**config.mk**
```make
export PLATFORM = sky130hd
export DESIGN_NAME = i2c_bit_ctrl
export DESIGN_NICKNAME = d
export VERILOG_FILES = /design/src/rtl/i2c_pkg.sv /design/src/rtl/i2c_phase_timer.sv /design/src/rtl/i2c_bit_ctrl.sv
export SDC_FILE = /design/constraint.sdc
export NUM_CORES = 1
export LEC_CHECK = 0
export CAP_MARGIN = 20
export CORE_AREA = 2 2 74 76
export CTS_CLUSTER_DIAMETER = 30
export CTS_CLUSTER_SIZE = 14
export DETAILED_ROUTE_END_ITERATION = 12
export DIE_AREA = 0 0 76 78
export PLACE_DENSITY = 0.8
export SYNTH_ARGS = -nofsm -noshare
export SYNTH_HDL_FRONTEND = slang
export SYNTH_SLANG_ARGS = --single-unit
```
**constraint.sdc**
```tcl
create_clock -name clk -period 2.4 [get_ports clk]
set_input_delay 0.48 -clock clk [delete_from_list [all_inputs] [get_ports clk]]
set_output_delay 0.48 -clock clk [all_outputs]
set_load 0.03 [all_outputs]
```
**src/rtl/i2c_pkg.sv**
```systemverilog
// Shared definitions for the I2C bit engine and the byte-level core above it:
// command encodings, bit-engine state encoding and the per-phase bus levels.
package i2c_pkg;

    localparam logic [1:0] I2C_CMD_START = 2'b00;
    localparam logic [1:0] I2C_CMD_STOP  = 2'b01;
    localparam logic [1:0] I2C_CMD_WRITE = 2'b10;
    localparam logic [1:0] I2C_CMD_READ  = 2'b11;

    typedef enum logic [2:0] {
        ST_IDLE = 3'd0,
        ST_PH_A = 3'd1,
        ST_PH_B = 3'd2,
        ST_PH_C = 3'd3,
        ST_PH_D = 3'd4
    } bit_state_t;

    // SCL/SDA pair; scl is the MSB so it packs as {scl, sda}.
    typedef struct packed {
        logic scl;
        logic sda;
    } bus_drive_t;

    // Bus levels to present while in the given phase of a command.
    // scl_now is the SCL level at entry, needed because START keeps SCL
    // where it was during phase A (low for a repeated START, high otherwise).
    function automatic bus_drive_t phase_drive(input logic [1:0] cmd,
                                               input logic       wbit,
                                               input bit_state_t phase,
                                               input logic       scl_now);
        bus_drive_t d;
        d.scl = 1'b1;
        d.sda = 1'b1;
        case (cmd)
            I2C_CMD_START: begin
                case (phase)
                    ST_PH_A: begin d.scl = scl_now; d.sda = 1'b1; end
                    ST_PH_B: begin d.scl = 1'b1;    d.sda = 1'b1; end
                    ST_PH_C: begin d.scl = 1'b1;    d.sda = 1'b0; end
                    default: begin d.scl = 1'b0;    d.sda = 1'b0; end
                endcase
            end
            I2C_CMD_STOP: begin
                d.scl = (phase != ST_PH_A);
                d.sda = (phase == ST_PH_C) || (phase == ST_PH_D);
            end
            default: begin
                // WRITE drives the data bit; READ releases SDA for the slave.
                d.scl = (phase == ST_PH_B) || (phase == ST_PH_C);
                d.sda = (cmd == I2C_CMD_READ) ? 1'b1 : wbit;
            end
        endcase
        return d;
    endfunction

endpackage

```
**src/rtl/i2c_phase_timer.sv**
```systemverilog
// Quarter-phase timer: a down-counter that reloads the divider latched at
// command accept and pulses tick in the final cycle of every phase.
module i2c_phase_timer #(
    parameter int DIV_WIDTH = 16
) (
    input  logic                 clk,
    input  logic                 reset,
    input  logic                 load,
    input  logic                 run,
    input  logic [DIV_WIDTH-1:0] div,
    output logic                 tick
);

    logic [DIV_WIDTH-1:0] count_reg;
    logic [DIV_WIDTH-1:0] reload_reg;

    // Latch the divider on accept; count down while a command is running.
    always_ff @(posedge clk or posedge reset) begin
        if (reset) begin
            count_reg  <= '0;
            reload_reg <= '0;
        end else if (load) begin
            count_reg  <= div;
            reload_reg <= div;
        end else if (run) begin
            if (count_reg == '0) begin
                count_reg <= reload_reg;
            end else begin
                count_reg <= count_reg - 1'b1;
            end
        end
    end

    assign tick = run && (count_reg == '0);

endmodule

```
**src/rtl/i2c_bit_ctrl.sv**
```systemverilog
// Bit-level I2C master engine: executes one START/STOP/WRITE/READ primitive
// per handshake as four timed quarter-phases and reports one response each.
module i2c_bit_ctrl
    import i2c_pkg::*;
#(
    parameter int DIV_WIDTH = 16
) (
    input  logic                 clk,
    input  logic                 reset,
    input  logic [DIV_WIDTH-1:0] clk_div,
    input  logic                 cmd_valid,
    output logic                 cmd_ready,
    input  logic [1:0]           cmd,
    input  logic                 cmd_bit,
    output logic                 rsp_valid,
    output logic                 rsp_bit,
    output logic                 busy,
    input  logic                 sda_i,
    output logic                 sda_o,
    output logic                 scl_o
);

    bit_state_t state;
    logic [1:0] cmd_reg;
    logic       bit_reg;
    logic       sample_reg;
    logic       sda_meta;
    logic       sda_sync;
    logic       accept;
    logic       running;
    logic       tick;

    assign accept  = (state == ST_IDLE) && cmd_valid && cmd_ready;
    assign running = (state != ST_IDLE);

    // Two-flop synchronizer for the asynchronous SDA pad; idles released.
    always_ff @(posedge clk or posedge reset) begin
        if (reset) begin
            sda_meta <= 1'b1;
            sda_sync <= 1'b1;
        end else begin
            sda_meta <= sda_i;
            sda_sync <= sda_meta;
        end
    end

    i2c_phase_timer #(
        .DIV_WIDTH(DIV_WIDTH)
    ) u_phase_timer (
        .clk   (clk),
        .reset (reset),
        .load  (accept),
        .run   (running),
        .div   (clk_div),
        .tick  (tick)
    );

    // Phase sequencer with registered bus and handshake outputs.
    always_ff @(posedge clk or posedge reset) begin
        if (reset) begin
            state      <= ST_IDLE;
            cmd_reg    <= I2C_CMD_START;
            bit_reg    <= 1'b1;
            sample_reg <= 1'b0;
            scl_o      <= 1'b1;
            sda_o      <= 1'b1;
            cmd_ready  <= 1'b1;
            rsp_valid  <= 1'b0;
            rsp_bit    <= 1'b0;
            busy       <= 1'b0;
        end else begin
            rsp_valid <= 1'b0;
            case (state)
                ST_IDLE: begin
                    if (accept) begin
                        cmd_reg        <= cmd;
                        bit_reg        <= cmd_bit;
                        cmd_ready      <= 1'b0;
                        state          <= ST_PH_A;
                        {scl_o, sda_o} <= phase_drive(cmd, cmd_bit, ST_PH_A, scl_o);
                    end
                end
                ST_PH_A: begin
                    if (tick) begin
                        state          <= ST_PH_B;
                        {scl_o, sda_o} <= phase_drive(cmd_reg, bit_reg, ST_PH_B, scl_o);
                    end
                end
                ST_PH_B: begin
                    if (tick) begin
                        state          <= ST_PH_C;
                        {scl_o, sda_o} <= phase_drive(cmd_reg, bit_reg, ST_PH_C, scl_o);
                    end
                end
                ST_PH_C: begin
                    if (tick) begin
                        // Sample SDA at the end of the SCL-high window.
                        sample_reg     <= sda_sync;
                        state          <= ST_PH_D;
                        {scl_o, sda_o} <= phase_drive(cmd_reg, bit_reg, ST_PH_D, scl_o);
                    end
                end
                ST_PH_D: begin
                    if (tick) begin
                        // Bus levels hold at their phase-D values while idle.
                        state     <= ST_IDLE;
                        cmd_ready <= 1'b1;
                        rsp_valid <= 1'b1;
                        rsp_bit   <= cmd_reg[1] ? sample_reg : 1'b0;
                        if (cmd_reg == I2C_CMD_START) begin
                            busy <= 1'b1;
                        end else if (cmd_reg == I2C_CMD_STOP) begin
                            busy <= 1'b0;
                        end
                    end
                end
                default: begin
                    state     <= ST_IDLE;
                    cmd_ready <= 1'b1;
                end
            endcase
        end
    end

endmodule

```
==> metrics.cfg, run 1 <==
[run_status]
outcome = finished, final reports clean

[timing]
rsz0062_at_grt = false
setup_viol = 0
clock.fmax_mhz = 424
finalMaxSlewViolations = 0
fin_tns_setup_ns = 0
post-route-min-period_ns = 2.36
relSlewSlack_pct = 61.7
min_period_over_period_pct = 98.3
worstMarginPinSlew_ns = 0.575
skew_ns = 0.00423
hold_viol_final = 0

[cells_and_area]
area_growth_pct = 24.5
drive_above_1_share_pct = 14.0
fin_nets = 353
diodes = 0
final_util_pct = 61.8

[setup_path]
cpLargestDelayFamily = simple AND/OR/NAND/NOR gates
critPathCaptureType = register
critPathBufInv = 0
cp-start-kind = register
crit_required_ns = 2.60
worst-setup-path-type = register to register
crit_slowest_cell = or4_4
cp_max_fo = 3
cp.arrival_ns = 2.56
crit_chain = or3_1, or4_4, or2_1, or3_4, mux2_4
critPathMaxStageDelay_ns = 0.55

[global_route]
grt_remaining_overflow = 0
grt_max_degree = 25
grt_antenna_before_repair = 0
grt_first_pass_wirelength_um = 10300
grt_pass1_vias = 2133
track_usage_pct = 21.9

[power]
ir_worst_vdd_uv = 352
p_leak_uw = 0.00138
power_density_mw_per_mm2 = 448

[placed_design]
io_buffers = 28
detailedPlacementHpwl_um = 4310
gp_congestion = 0.874

[worst_hold_path]
hold_path.class = register to register

[route]
post-route-drc-count = 0
vias = 2264
wl_per_cell_um = 15.0
first_pass_iters = 5
ant_nets = 0
routed_wl_um = 5970
avgViaCountPerCell = 5.67
initialDrtViolationCount = 181

[clock_network]
clockBufferDepth = 2
cts-root-buf = clkbuf_8
cts_sinks = 47
post_cts_buffers = 0
hold_buffers = 0
cts_resized = 0
cts_htree_levels = 2
cts_tree = done
clk_pin_slew_worst_paths_ns = 0.08
numCtsBuffers = 5
clkLatencyLatePin_ns = 0.31

[floorplanning]
dieHeight_um = 78
start_util_pct = 49.6
die_w_um = 76
core-area_mm2 = 0.00504
rows = 26
die-area_mm2 = 0.00593
top_level_ports = 29

[synth]
ys_seq_area_share_pct = 47.3
yosys_warnings = 0
ys.flop_type = dfrtp_1
synth_top_area_share_pct = 41.0
synthCells = 286
syn_avg_cell_area_um2 = 8.75
synth_edf_count = 0
async_reset_ff_share_pct = 100
synth.most_common_cell = nand2_1
synth_area_leaders = dfrtp_1 41%, nand2_1 9.6%, dfstp_2 6.3%, o21ai_0 4.8%, mux2i_1 4.0%
ys_top_cells_by_count = 64 x nand2_1, 41 x dfrtp_1, 24 x o21ai_0
yosysUniqueCellTypes = 42
syn_nets = 311
syn-cell-area_mm2 = 0.00250
synth_top_area_cell = dfrtp_1
synth_seq_cells = 47

[job]
cap_violations = 0

[placed cells by master (no fill, tap or decap), drive strengths merged, types with 5 or more instances in the layout]
cell / count
clkbuf: 8
mux2i: 10
clkdlybuf4s50: 28
dfstp: 6
dfrtp: 41
nand2: 64
o22ai: 9
a21oi: 16
xor2: 5
buf: 23
nor2: 22
inv: 6
or3: 7
o21ai: 24
or2: 5
nor3b: 5
a211oi: 5
[stage by stage]
stage | hold WS (ns) | worst slack (ns) | total power (µW) | cells | area (µm²)
floorplan | 0.345 | 0.0185 | 824 | 286 | 2510
global placement | 0.348 | 0.0815 | 876 | 391 | 3010
detailed placement | 0.352 | 0.0553 | 877 | 391 | 3010
CTS | 0.362 | 0.0414 | 1410 | 399 | 3110
global route | 0.352 | 0.0146 | 1450 | 399 | 3120
finish | 0.358 | 0.0405 | 1390 | 399 | 3120
[area by class of cell]
cell class | instances | area (µm²)
timing repair buffer | 51 | 478
multi-input combinational | 217 | 1240
inverter | 6 | 22.5
fill | 432 | 1930
tap | 70 | 87.6
clock buffer | 8 | 100
sequential | 47 | 1180
[worst paths after layout]
check / from / end / slack [ns] / cells past startpoint
worst max-delay path: u_phase_timer.count_reg[7]$_DFFE_PP0N_ / sample_reg$_DFFE_PP0P_ / 0.04 / 5
worst min-delay path: sda_meta$_DFF_PP1_ / sda_sync$_DFF_PP1_ / 0.36 / 0
worst max register to register: u_phase_timer.count_reg[7]$_DFFE_PP0N_ / sample_reg$_DFFE_PP0P_ / 0.04 / 5
worst min register to register: sda_meta$_DFF_PP1_ / sda_sync$_DFF_PP1_ / 0.36 / 0
max in group asynchronous: reset / cmd_ready$_DFFE_PP1P_ / 1.32 / 3
min in group asynchronous: reset / rsp_bit$_DFFE_PP0P_ / 0.51 / 2
[power by group]
part | switching (µW) | internal [µW]
Clock | 271 | 263
Combinational | 28.2 | 37.0
Sequential | 0.562 | 794
Total | 300 | 1090
[layer usage]
layer | part of all wire [%] | up-vias | routed length (µm) | GRT usage (%)
li1 | - | 1090 | - | -
met1 | 44 | 1089 | 2650 | 28.8
met2 | 48 | 76 | 2850 | 35.6
met3 | 6.4 | 9 | 380 | 4.30
met4 | 1.6 | 0 | 94 | 8.73
met5 | 0 | - | 0 | 0
[kinds of logic (layout without fill, tap and decap cells)]
group / after synthesis / after routing / synth area share (%)
XOR/XNOR: 8 / 8 / 2.80
AND/OR/NAND/NOR: 121 / 121 / 22.1
adder cells (fa/ha/maj): 2 / 2 / 1.00
flip-flops: 47 / 47 / 47.3
AO/OA/AOI/OAI: 75 / 75 / 18.8
multiplexers: 11 / 11 / 4.60
buffers and inverters: 22 / 65 / 3.45
Power figures use the tool's default switching activity.
==> inputs of run 2 (changes only) <==
--- a/config.mk
+++ b/config.mk
@@ -11,7 +11,7 @@
 export CTS_CLUSTER_SIZE = 14
 export DETAILED_ROUTE_END_ITERATION = 12
 export DIE_AREA = 0 0 76 78
-export PLACE_DENSITY = 0.8
+export PLACE_DENSITY = 0.74
 export SYNTH_ARGS = -nofsm -noshare
 export SYNTH_HDL_FRONTEND = slang
 export SYNTH_SLANG_ARGS = --single-unit
==> run 2 against run 1 <==
Compared with the run above: first-iteration DRC count down 2.8%; via count is 1.3% lower; combinational power is 2% higher; design area down 0.80%; largest cell class unchanged; largest power group unchanged; register-to-register slack is essentially flat; sequential cell count is the same; clock power fell by 7.1%; routed wire length grew 0.94%.
==> metrics.cfg, run 2 (same netlist as run 1, synthesis figures left out) <==
[cells_and_area]
area_growth_pct = 23.5
stdcell_count = 398
final_area_mm2 = 0.00309
final_util_pct = 61.3
drive_above_1_share_pct = 14.3
fin_nets = 352
fillers = 441
diodes = 0
final_common_cell = nand2_1
layout_common_cells = 64 x nand2_1, 41 x dfrtp_1, 28 x clkdlybuf4s50_1, 24 x o21ai_0, 22 x nor2_1

[floorplanning]
top_level_ports = 29
core-area_mm2 = 0.00504
die-area_mm2 = 0.00593
rows = 26
dieHeight_um = 78
start_util_pct = 49.6
die_w_um = 76

[route]
avgViaCountPerCell = 5.62
ant_nets = 0
first_pass_iters = 4
post-route-drc-count = 0
wl_per_cell_um = 15.1
vias = 2235
initialDrtViolationCount = 176
routed_wl_um = 6030

[timing]
worstMarginPinSlew_ns = 0.524
relSlewSlack_pct = 64.9
rsz0062_at_grt = false
setup_viol = 0
clock.fmax_mhz = 425
min_period_over_period_pct = 98.0
hold_viol_final = 0
finalMaxSlewViolations = 0
fin_tns_setup_ns = 0
skew_ns = 0.0118
post-route-min-period_ns = 2.35

[global_route]
grt_first_pass_wirelength_um = 10700
grt_pass1_vias = 2273
track_usage_pct = 22.4
grt_remaining_overflow = 0
grt_max_degree = 25
grt_antenna_before_repair = 0

[placed_design]
gp_congestion = 0.863
dp.cells = 390
detailedPlacementHpwl_um = 4380
place_area_mm2 = 0.00299
io_buffers = 28

[setup_path]
cp.arrival_ns = 2.54
critPathMaxStageDelay_ns = 0.55
cp_max_fo = 3
crit_slowest_cell = or4_4
cp_common_cell = or3_4
crit_required_ns = 2.59
crit_chain = or3_4, or4_4, or2_4, or3_4, mux2_4
cp-start-kind = register
worst-setup-path-type = register to register
critPathCaptureType = register

[power]
ir_worst_vdd_uv = 348
p_leak_uw = 0.00138
power_uw = 1360
power_density_mw_per_mm2 = 439

[worst_hold_path]
hold_path.class = register to register

[clock_network]
clk_pin_slew_worst_paths_ns = 0.09
cts-root-buf = clkbuf_8
cts_sinks = 47
cts_htree_levels = 2
hold_buffers = 0
clockBufferDepth = 2
cts_tree = done
numCtsBuffers = 5
clkLatencyLatePin_ns = 0.31
post_cts_buffers = 0

[run_status]
outcome = finished, final reports clean

[job]
cap_violations = 0

-- run 2: changes by cell type in the layout (fill, tap and decap cells not counted), sizes merged --
cell and delta:
buf -1, clkbuf -1, clkinv +1
-- run 2: metal layers --
layer / part of all wire, % / vias to the layer above / track usage, %
met4: 1.7 / 0 / 9.09
li1: - / 1095 / -
met2: 48 / 56 / 36.0
met3: 5.1 / 10 / 3.37
met5: 0 / - / 0
met1: 45 / 1074 / 30.6
-- run 2: report_power, final --
group	switching, µW	internal [µW]	total (µW)	leakage (µW)
combinational	29.3	37.0	66.3	0.000755
clock	263	233	496	0.0000482
sequential	0.734	795	795	0.000573
-- run 2: critical path, delay by kind of cell (launching register included) --
kind	cells	cell delay, ns
flip-flops	1	0.39
multiplexers	1	0.30
AND/OR/NAND/NOR	4	1.54
-- run 2: path summary, 6_finish.rpt --
| kind | startpoint | to | slack (ns) | cells after the start |
|---|---|---|---|---|
| max in group asynchronous | reset | cmd_ready$_DFFE_PP1P_ | 1.29 | 3 |
| worst max-delay path | u_phase_timer.count_reg[7]$_DFFE_PP0N_ | sample_reg$_DFFE_PP0P_ | 0.05 | 5 |
| worst max register to register | u_phase_timer.count_reg[7]$_DFFE_PP0N_ | sample_reg$_DFFE_PP0P_ | 0.05 | 5 |
| worst min-delay path | sda_meta$_DFF_PP1_ | sda_sync$_DFF_PP1_ | 0.36 | 0 |
| worst min register to register | sda_meta$_DFF_PP1_ | sda_sync$_DFF_PP1_ | 0.36 | 0 |
| min in group asynchronous | reset | u_phase_timer.reload_reg[3]$_DFFE_PP0P_ | 0.53 | 2 |
-- run 2: metrics by stage --
stage	hold slack, ns	worst slack (ns)
after global placement	0.353	0.0709
after floorplan	0.345	0.0185
after CTS	0.367	0.00129
after detailed placement	0.354	0.0273
after global routing	0.367	0.0177
final	0.363	0.0474
-- run 2: repair_timing --
action / CTS / global route
pin swaps: 0 / 1
resized for setup: 1 / 2
endpoints found under the setup margin: 1 / 17
-- run 2: cell type report --
type | count | area [µm²] | area share (%)
multi-input combinational | 217 | 1250 | 40.4
sequential | 47 | 1180 | 38.3
timing repair buffer | 50 | 458 | 14.8
tap | 70 | 87.6 | 2.83
clock buffer | 7 | 86.3 | 2.79
inverter | 6 | 22.5 | 0.729
clock inverter | 1 | 5.00 | 0.162
==> inputs of run 3 (changes only) <==
--- a/config.mk
+++ b/config.mk
@@ -11,6 +11,7 @@
 export CTS_CLUSTER_SIZE = 14
 export DETAILED_ROUTE_END_ITERATION = 12
 export DIE_AREA = 0 0 76 78
+export HOLD_SLACK_MARGIN = 0.12
 export PLACE_DENSITY = 0.74
 export SYNTH_ARGS = -nofsm -noshare
 export SYNTH_HDL_FRONTEND = slang
==> results of run 3 <==
No change in the layout: final DEF, timing and power equal those of run 2.
